## config.mk

```make
export PLATFORM = sky130hd
export DESIGN_NAME = serial_adder
export DESIGN_NICKNAME = d
export VERILOG_FILES = /design/src/rtl/serial_adder_pkg.sv /design/src/rtl/serial_adder_digit_adder.sv /design/src/rtl/serial_adder.sv
export SDC_FILE = /design/constraint.sdc
export NUM_CORES = 1
export LEC_CHECK = 0
export ABC_AREA = 1
export CAP_MARGIN = 40
export CORE_ASPECT_RATIO = 0.75
export CORE_MARGIN = 2
export CORE_UTILIZATION = 37
export CTS_CLUSTER_DIAMETER = 60
export DETAILED_ROUTE_END_ITERATION = 8
export GPL_TIMING_DRIVEN = 0
export PLACE_DENSITY_LB_ADDON = 0.08
export SLEW_MARGIN = 20
export SYNTH_ARGS = -nofsm -noshare
export SYNTH_HDL_FRONTEND = slang
export SYNTH_SLANG_ARGS = --single-unit
```

## constraint.sdc

```tcl
create_clock -name clk -period 1.7 [get_ports clk]
set_input_delay 0.34 -clock clk [delete_from_list [all_inputs] [get_ports clk]]
set_output_delay 0.34 -clock clk [all_outputs]
set_load 0.02 [all_outputs]
```

## src/rtl/serial_adder_pkg.sv

```systemverilog
// serial_adder_pkg
//   Shared types and helpers for the digit-serial adder.
//   - state_t   : controller state encoding (2 bits)
//   - cnt_width : width of the digit counter for a given WIDTH/DIGIT split
package serial_adder_pkg;

    typedef enum logic [1:0] {
        IDLE = 2'd0,
        RUN  = 2'd1,
        DONE = 2'd2
    } state_t;

    // One extra bit over $clog2(N) so that N == 1 still yields a 1-bit
    // counter and the terminal compare never needs a zero-width vector.
    function automatic int cnt_width(input int width, input int digit);
        int n;
        n = (digit > 0) ? (width / digit) : 1;
        if (n < 1) begin
            n = 1;
        end
        return $clog2(n) + 1;
    endfunction

endpackage

```

## src/rtl/serial_adder_digit_adder.sv

```systemverilog
// digit_adder
//   Combinational DIGIT-bit ripple-carry adder built from full-adder cells.
//   Ports:
//     x, y   : DIGIT-bit addends
//     ci     : carry into bit 0
//     s      : DIGIT-bit sum
//     co     : carry out of the top bit
//     c_msb  : carry into the top bit (used for signed overflow)
module digit_adder #(
    parameter int DIGIT = 1
) (
    input  logic [DIGIT-1:0] x,
    input  logic [DIGIT-1:0] y,
    input  logic             ci,
    output logic [DIGIT-1:0] s,
    output logic             co,
    output logic             c_msb
);

    logic [DIGIT:0] c;

    assign c[0] = ci;

    for (genvar i = 0; i < DIGIT; i++) begin : g_fa
        assign s[i]   = x[i] ^ y[i] ^ c[i];
        assign c[i+1] = (x[i] & y[i]) | (c[i] & (x[i] ^ y[i]));
    end

    assign co    = c[DIGIT];
    assign c_msb = c[DIGIT-1];

endmodule

```

## src/rtl/serial_adder.sv

```systemverilog
// serial_adder
//   Multi-cycle adder computing a + b + cin, DIGIT bits per clock, with a
//   registered carry between digits and a start/busy/done handshake.
//   Ports:
//     clk       : clock, rising edge
//     rst_n     : asynchronous active-low reset
//     start     : request, accepted in IDLE or DONE
//     a, b, cin : operands, sampled only on the accepting edge
//     busy      : high while digits are being processed
//     done      : one-cycle pulse when sum/cout/overflow are fresh
//     sum       : WIDTH-bit result (mod 2^WIDTH), held until next completion
//     cout      : unsigned carry-out, held with sum
//     overflow  : signed overflow, held with sum
//
//   state | meaning
//   ------+--------------------------------------------------------------
//   IDLE  | waiting for start
//   RUN   | one digit added per edge, LSB digit first
//   DONE  | results committed, done high; start here chains the next add
module serial_adder
    import serial_adder_pkg::*;
#(
    parameter int WIDTH = 8,
    parameter int DIGIT = 1
) (
    input  logic             clk,
    input  logic             rst_n,
    input  logic             start,
    input  logic [WIDTH-1:0] a,
    input  logic [WIDTH-1:0] b,
    input  logic             cin,
    output logic             busy,
    output logic             done,
    output logic [WIDTH-1:0] sum,
    output logic             cout,
    output logic             overflow
);

    localparam int N  = WIDTH / DIGIT;
    localparam int CW = cnt_width(WIDTH, DIGIT);
    localparam logic [CW-1:0] LAST = CW'(N - 1);

    if (WIDTH < 2 || (WIDTH % DIGIT) != 0) begin : g_bad_param
        $error("serial_adder: WIDTH must be >= 2 and a multiple of DIGIT");
    end

    state_t           state;
    state_t           state_nxt;
    logic             load;
    logic             step;
    logic             last;

    logic [WIDTH-1:0] a_sh;
    logic [WIDTH-1:0] b_sh;
    logic [WIDTH-1:0] sum_sh;
    logic [WIDTH-1:0] sum_sh_nxt;
    logic             carry;
    logic [CW-1:0]    cnt;

    logic [DIGIT-1:0] d_s;
    logic             d_co;
    logic             d_cmsb;

    digit_adder #(
        .DIGIT (DIGIT)
    ) u_digit (
        .x     (a_sh[DIGIT-1:0]),
        .y     (b_sh[DIGIT-1:0]),
        .ci    (carry),
        .s     (d_s),
        .co    (d_co),
        .c_msb (d_cmsb)
    );

    // New digits enter at the top, so after N steps the first (least
    // significant) digit has reached bit 0.
    if (N == 1) begin : g_one_digit
        assign sum_sh_nxt = d_s;
    end else begin : g_multi_digit
        assign sum_sh_nxt = {d_s, sum_sh[WIDTH-1:DIGIT]};
    end

    always_comb begin
        state_nxt = state;
        load      = 1'b0;
        step      = 1'b0;
        last      = (cnt == LAST);
        case (state)
            IDLE: begin
                if (start) begin
                    load      = 1'b1;
                    state_nxt = RUN;
                end
            end
            RUN: begin
                step = 1'b1;
                if (last) begin
                    state_nxt = DONE;
                end
            end
            DONE: begin
                if (start) begin
                    load      = 1'b1;
                    state_nxt = RUN;
                end else begin
                    state_nxt = IDLE;
                end
            end
            default: begin
                state_nxt = IDLE;
            end
        endcase
    end

    always_ff @(posedge clk or negedge rst_n) begin
        if (!rst_n) begin
            state    <= IDLE;
            busy     <= 1'b0;
            done     <= 1'b0;
            a_sh     <= '0;
            b_sh     <= '0;
            sum_sh   <= '0;
            carry    <= 1'b0;
            cnt      <= '0;
            sum      <= '0;
            cout     <= 1'b0;
            overflow <= 1'b0;
        end else begin
            state <= state_nxt;
            // Registered from next state so busy/done never see start combinationally.
            busy  <= (state_nxt == RUN);
            done  <= (state_nxt == DONE);
            if (load) begin
                a_sh  <= a;
                b_sh  <= b;
                carry <= cin;
                cnt   <= '0;
            end else if (step) begin
                a_sh   <= a_sh >> DIGIT;
                b_sh   <= b_sh >> DIGIT;
                carry  <= d_co;
                cnt    <= cnt + CW'(1);
                sum_sh <= sum_sh_nxt;
                if (last) begin
                    sum      <= sum_sh_nxt;
                    cout     <= d_co;
                    overflow <= d_co ^ d_cmsb;
                end
            end
        end
    end

endmodule

```

==> impl_metrics.py <==
metrics = {
    "critical_path": {
        "critPathCaptureType": "output pin",
        "cp_max_fo": 2,
        "kind_of_start_point_of_the_critical_path": "flop",
        "cp_slowest_stage_delay_ns": 0.60,
        "critical_path_class": "flop to output pin",
        "crit_buf_inv": 1,
        "critPathArrivalTime_ns": 1.25,
        "rr_worst_depth": 7,
        "worst_path_max_delay_cell": "clkdlybuf4s50_1",
        "timing.critical_path.depth": 1,
        "path_delay_family": "buffers and inverters",
        "timing.critical_path.required_ns": 1.36,
        "path_cells": "clkdlybuf4s50_1",
    },
    "floorplanning": {
        "core-area_um2": 4950,
        "num_io_pins": 32,
        "die_height_um": 66.5,
        "chipWidth_um": 87.3,
        "initial_core_utilization": 0.389,
        "placement_rows": 22,
        "design.die.area_um2": 5810,
    },
    "synth": {
        "synth_top_cells_by_area": "dfrtp_1 55%, nand2_1 21%, inv_1 5.3%",
        "syn-instance-count": 231,
        "netlist_area_um2": 1930,
        "synth.top_cells.by_count": "110 x nand2_1, 42 x dfrtp_1, 27 x inv_1",
        "yosysMostFrequentCell": "nand2_1",
        "yosysUniqueCellTypes": 22,
        "async_flop_share": 1.00,
        "synth.net_count": 253,
        "synth_seq_area_share": 0.545,
        "yosys.area.top_type": "dfrtp_1",
        "yosysWarnings": 0,
        "synth_flop_cell": "dfrtp_1",
        "number_of_flops_mapped_to_enable_cells_by_yosys": 0,
        "synth.avg_cell_area_um2": 8.34,
        "yosys_register_bits": 42,
        "synth_top_area_frac": 0.545,
    },
    "clock_network": {
        "post_cts_setup_bufs": 0,
        "cts_buffer_depth": 2,
        "tritoncts_clock_tree": "done",
        "worst_skew_pair.late_latency_ns": 0.30,
        "cts_buffers": 5,
        "cts.reportedPaths.clkPinSlew_ns": 0.08,
        "cts_htree_levels": 2,
        "tritoncts_num_sinks": 42,
        "clock_tree.root_cell": "clkbuf_8",
        "postCtsResizedCells": 0,
    },
    "timing": {
        "final.period_utilization": 0.937,
        "finalWorstSetupSlack_ns": 0.106,
        "setup_viol": 0,
        "clock_tree_skew_after_final_layout_ns": 0.00436,
        "final_period_minus_worst_setup_slack_ns": 1.59,
        "timing_max_transition_violations_final": 0,
        "hold_viol": 0,
        "final.setup.tns_ns": 0,
        "rsz_0062_raised_after_global_routing": "no",
        "achievable-frequency_mhz": 627,
        "relSlewSlack": 0.769,
        "worst-slew-pin-transition_ns": 0.347,
        "hold-worst-slack_ns": 0.449,
    },
    "pwr": {
        "seqPwrFrac": 0.400,
        "net_switching_mw": 1.68,
        "p_int_mw": 2.53,
        "switching_share": 0.399,
        "clock_power_share": 0.159,
        "power.leakage_nw": 1.27,
        "combPwrFrac": 0.441,
        "ir_drop_mv": 0.722,
        "power.density_cell_area_nw_per_um2": 1730,
    },
    "placement": {
        "numPlacedInstances": 323,
        "place_hpwl_mm": 2.64,
        "globalplace.congestion": 0.719,
        "io_buffers": 31,
        "dp_worst_setup_slack_ns": -0.0772,
    },
    "global_route": {
        "global_route_wire_length_before_repair_mm": 6.60,
        "grt_remaining_overflow": 0,
        "grt_use_total": 0.151,
        "antenna_found_initial": 0,
        "grt_pass1_vias": 1406,
        "largest_net_degree_at_the_start_of_global_routing": 32,
    },
    "routing": {
        "post-route-drc-count": 0,
        "drt_first_iter_violations": 78,
        "drt-vias-per-instance": 4.51,
        "ant_nets_after_route": 0,
        "detail_route.wirelength_mm": 3.80,
        "routed-via-count": 1497,
        "first_pass_iters": 4,
        "wire_per_inst_um": 11.4,
    },
    "layout": {
        "insertedDiodeCount": 0,
        "area.growth.synth_to_final_pct": 26.0,
        "post_route_cells_drive_above_1_share": 0.121,
        "final_net_count": 293,
        "fillCellCount": 512,
        "post_layout_nonfiller_instances": 332,
    },
    "run": {
        "timing.max_cap.violations": 0,
    },
    "run_status": {
        "status": "completed",
    },
    "worst_hold_path": {
        "timing.hold.worst.class": "input port to asynchronous set/reset pin",
    },
}
==> placed cells by master, fill, tap and decap left out, drive strengths merged <==
cell type / synthesis / final
clkinv: 0 / 1
buf: 7 / 9
nand3b: 1 / 1
dfrtp: 42 / 42
a21oi: 1 / 1
inv: 29 / 29
fa: 1 / 1
nand4: 1 / 1
clkdlybuf4s50: 0 / 30
clkbuf: 0 / 7
or2: 1 / 1
dlygate4sd3: 0 / 1
ha: 1 / 1
xor2: 1 / 1
nand3: 8 / 8
o21ai: 18 / 18
nor2: 7 / 7
nand2: 113 / 113
==> timing repair <==
item,in CTS,in global routing
endpoints found under the hold margin,11,0
hold buffers,1,0
endpoints found under the setup margin,0,0
==> flip-flops by register name, indices dropped and copies added (netlist names) <==
signal / cells
busy: 1
done: 1
sum: 8
a_sh: 8
cnt: 4
sum_sh: 7
overflow: 1
carry: 1
b_sh: 8
cout: 1
state: 2
==> routing by layer <==
layer | share of wire | wire (µm) | vias up | global-route usage
met5 | 0 | 0 | - | 0
met3 | 0.035 | 134 | 8 | 0.0372
li1 | - | - | 776 | -
met2 | 0.42 | 1600 | 24 | 0.211
met4 | 0.022 | 84 | 0 | 0.0750
met1 | 0.52 | 1980 | 689 | 0.218
==> cell families after synthesis <==
group	Yosys count	synth area share
buffers and inverters	36	0.0857
AO/OA/AOI/OAI	19	0.0630
flip-flops	42	0.545
AND/OR/NAND/NOR	131	0.284
XOR/XNOR	1	0.00455
adder cells (fa/ha/maj)	2	0.0169
==> metrics by stage <==
step                cell area, µm²  total power [mW]  utilization
floorplan                     1930              2.97            -
global placement              2310              3.57        0.467
detailed placement            2330              3.59        0.470
CTS                           2430              4.28        0.490
global route                  2430              4.61        0.490
finish                        2430              4.21        0.490
==> layout make-up <==
class / instances / area (µm²) / share of cell area
repair buffers: 33 / 335 / 0.138
multi-input cells: 153 / 711 / 0.293
inverters: 29 / 111 / 0.0459
clock buffers: 7 / 86.3 / 0.0355
plain buffers: 7 / 53.8 / 0.0222
well taps: 60 / 75.1 / 0.0309
clock inverters: 1 / 5.00 / 0.00206
flip-flops and latches: 42 / 1050 / 0.433
==> power groups by stage <==
stage	combinational (mW)	sequential, mW	clock [mW]
4_1_cts	1.90	1.69	0.689
3_3_place_gp	1.87	1.70	0
5_1_grt	2.12	1.75	0.738
6_report	1.86	1.68	0.670
3_5_place_dp	1.89	1.70	0
2_1_floorplan	1.15	1.81	0
==> final timing paths <==
kind	start	endpoint	slack (ns)
worst max-delay path	sum[5]	sum[5]	0.11
worst min-delay path	rst_n	sum[1]	0.45
worst max register to register	cnt[0]	overflow	0.31
worst min register to register	a_sh[7]	a_sh[7]	0.48
max in group asynchronous	rst_n	a_sh[4]	0.79
min in group clk	a_sh[7]	a_sh[7]	0.48
Power figures use the tool's default switching activity.
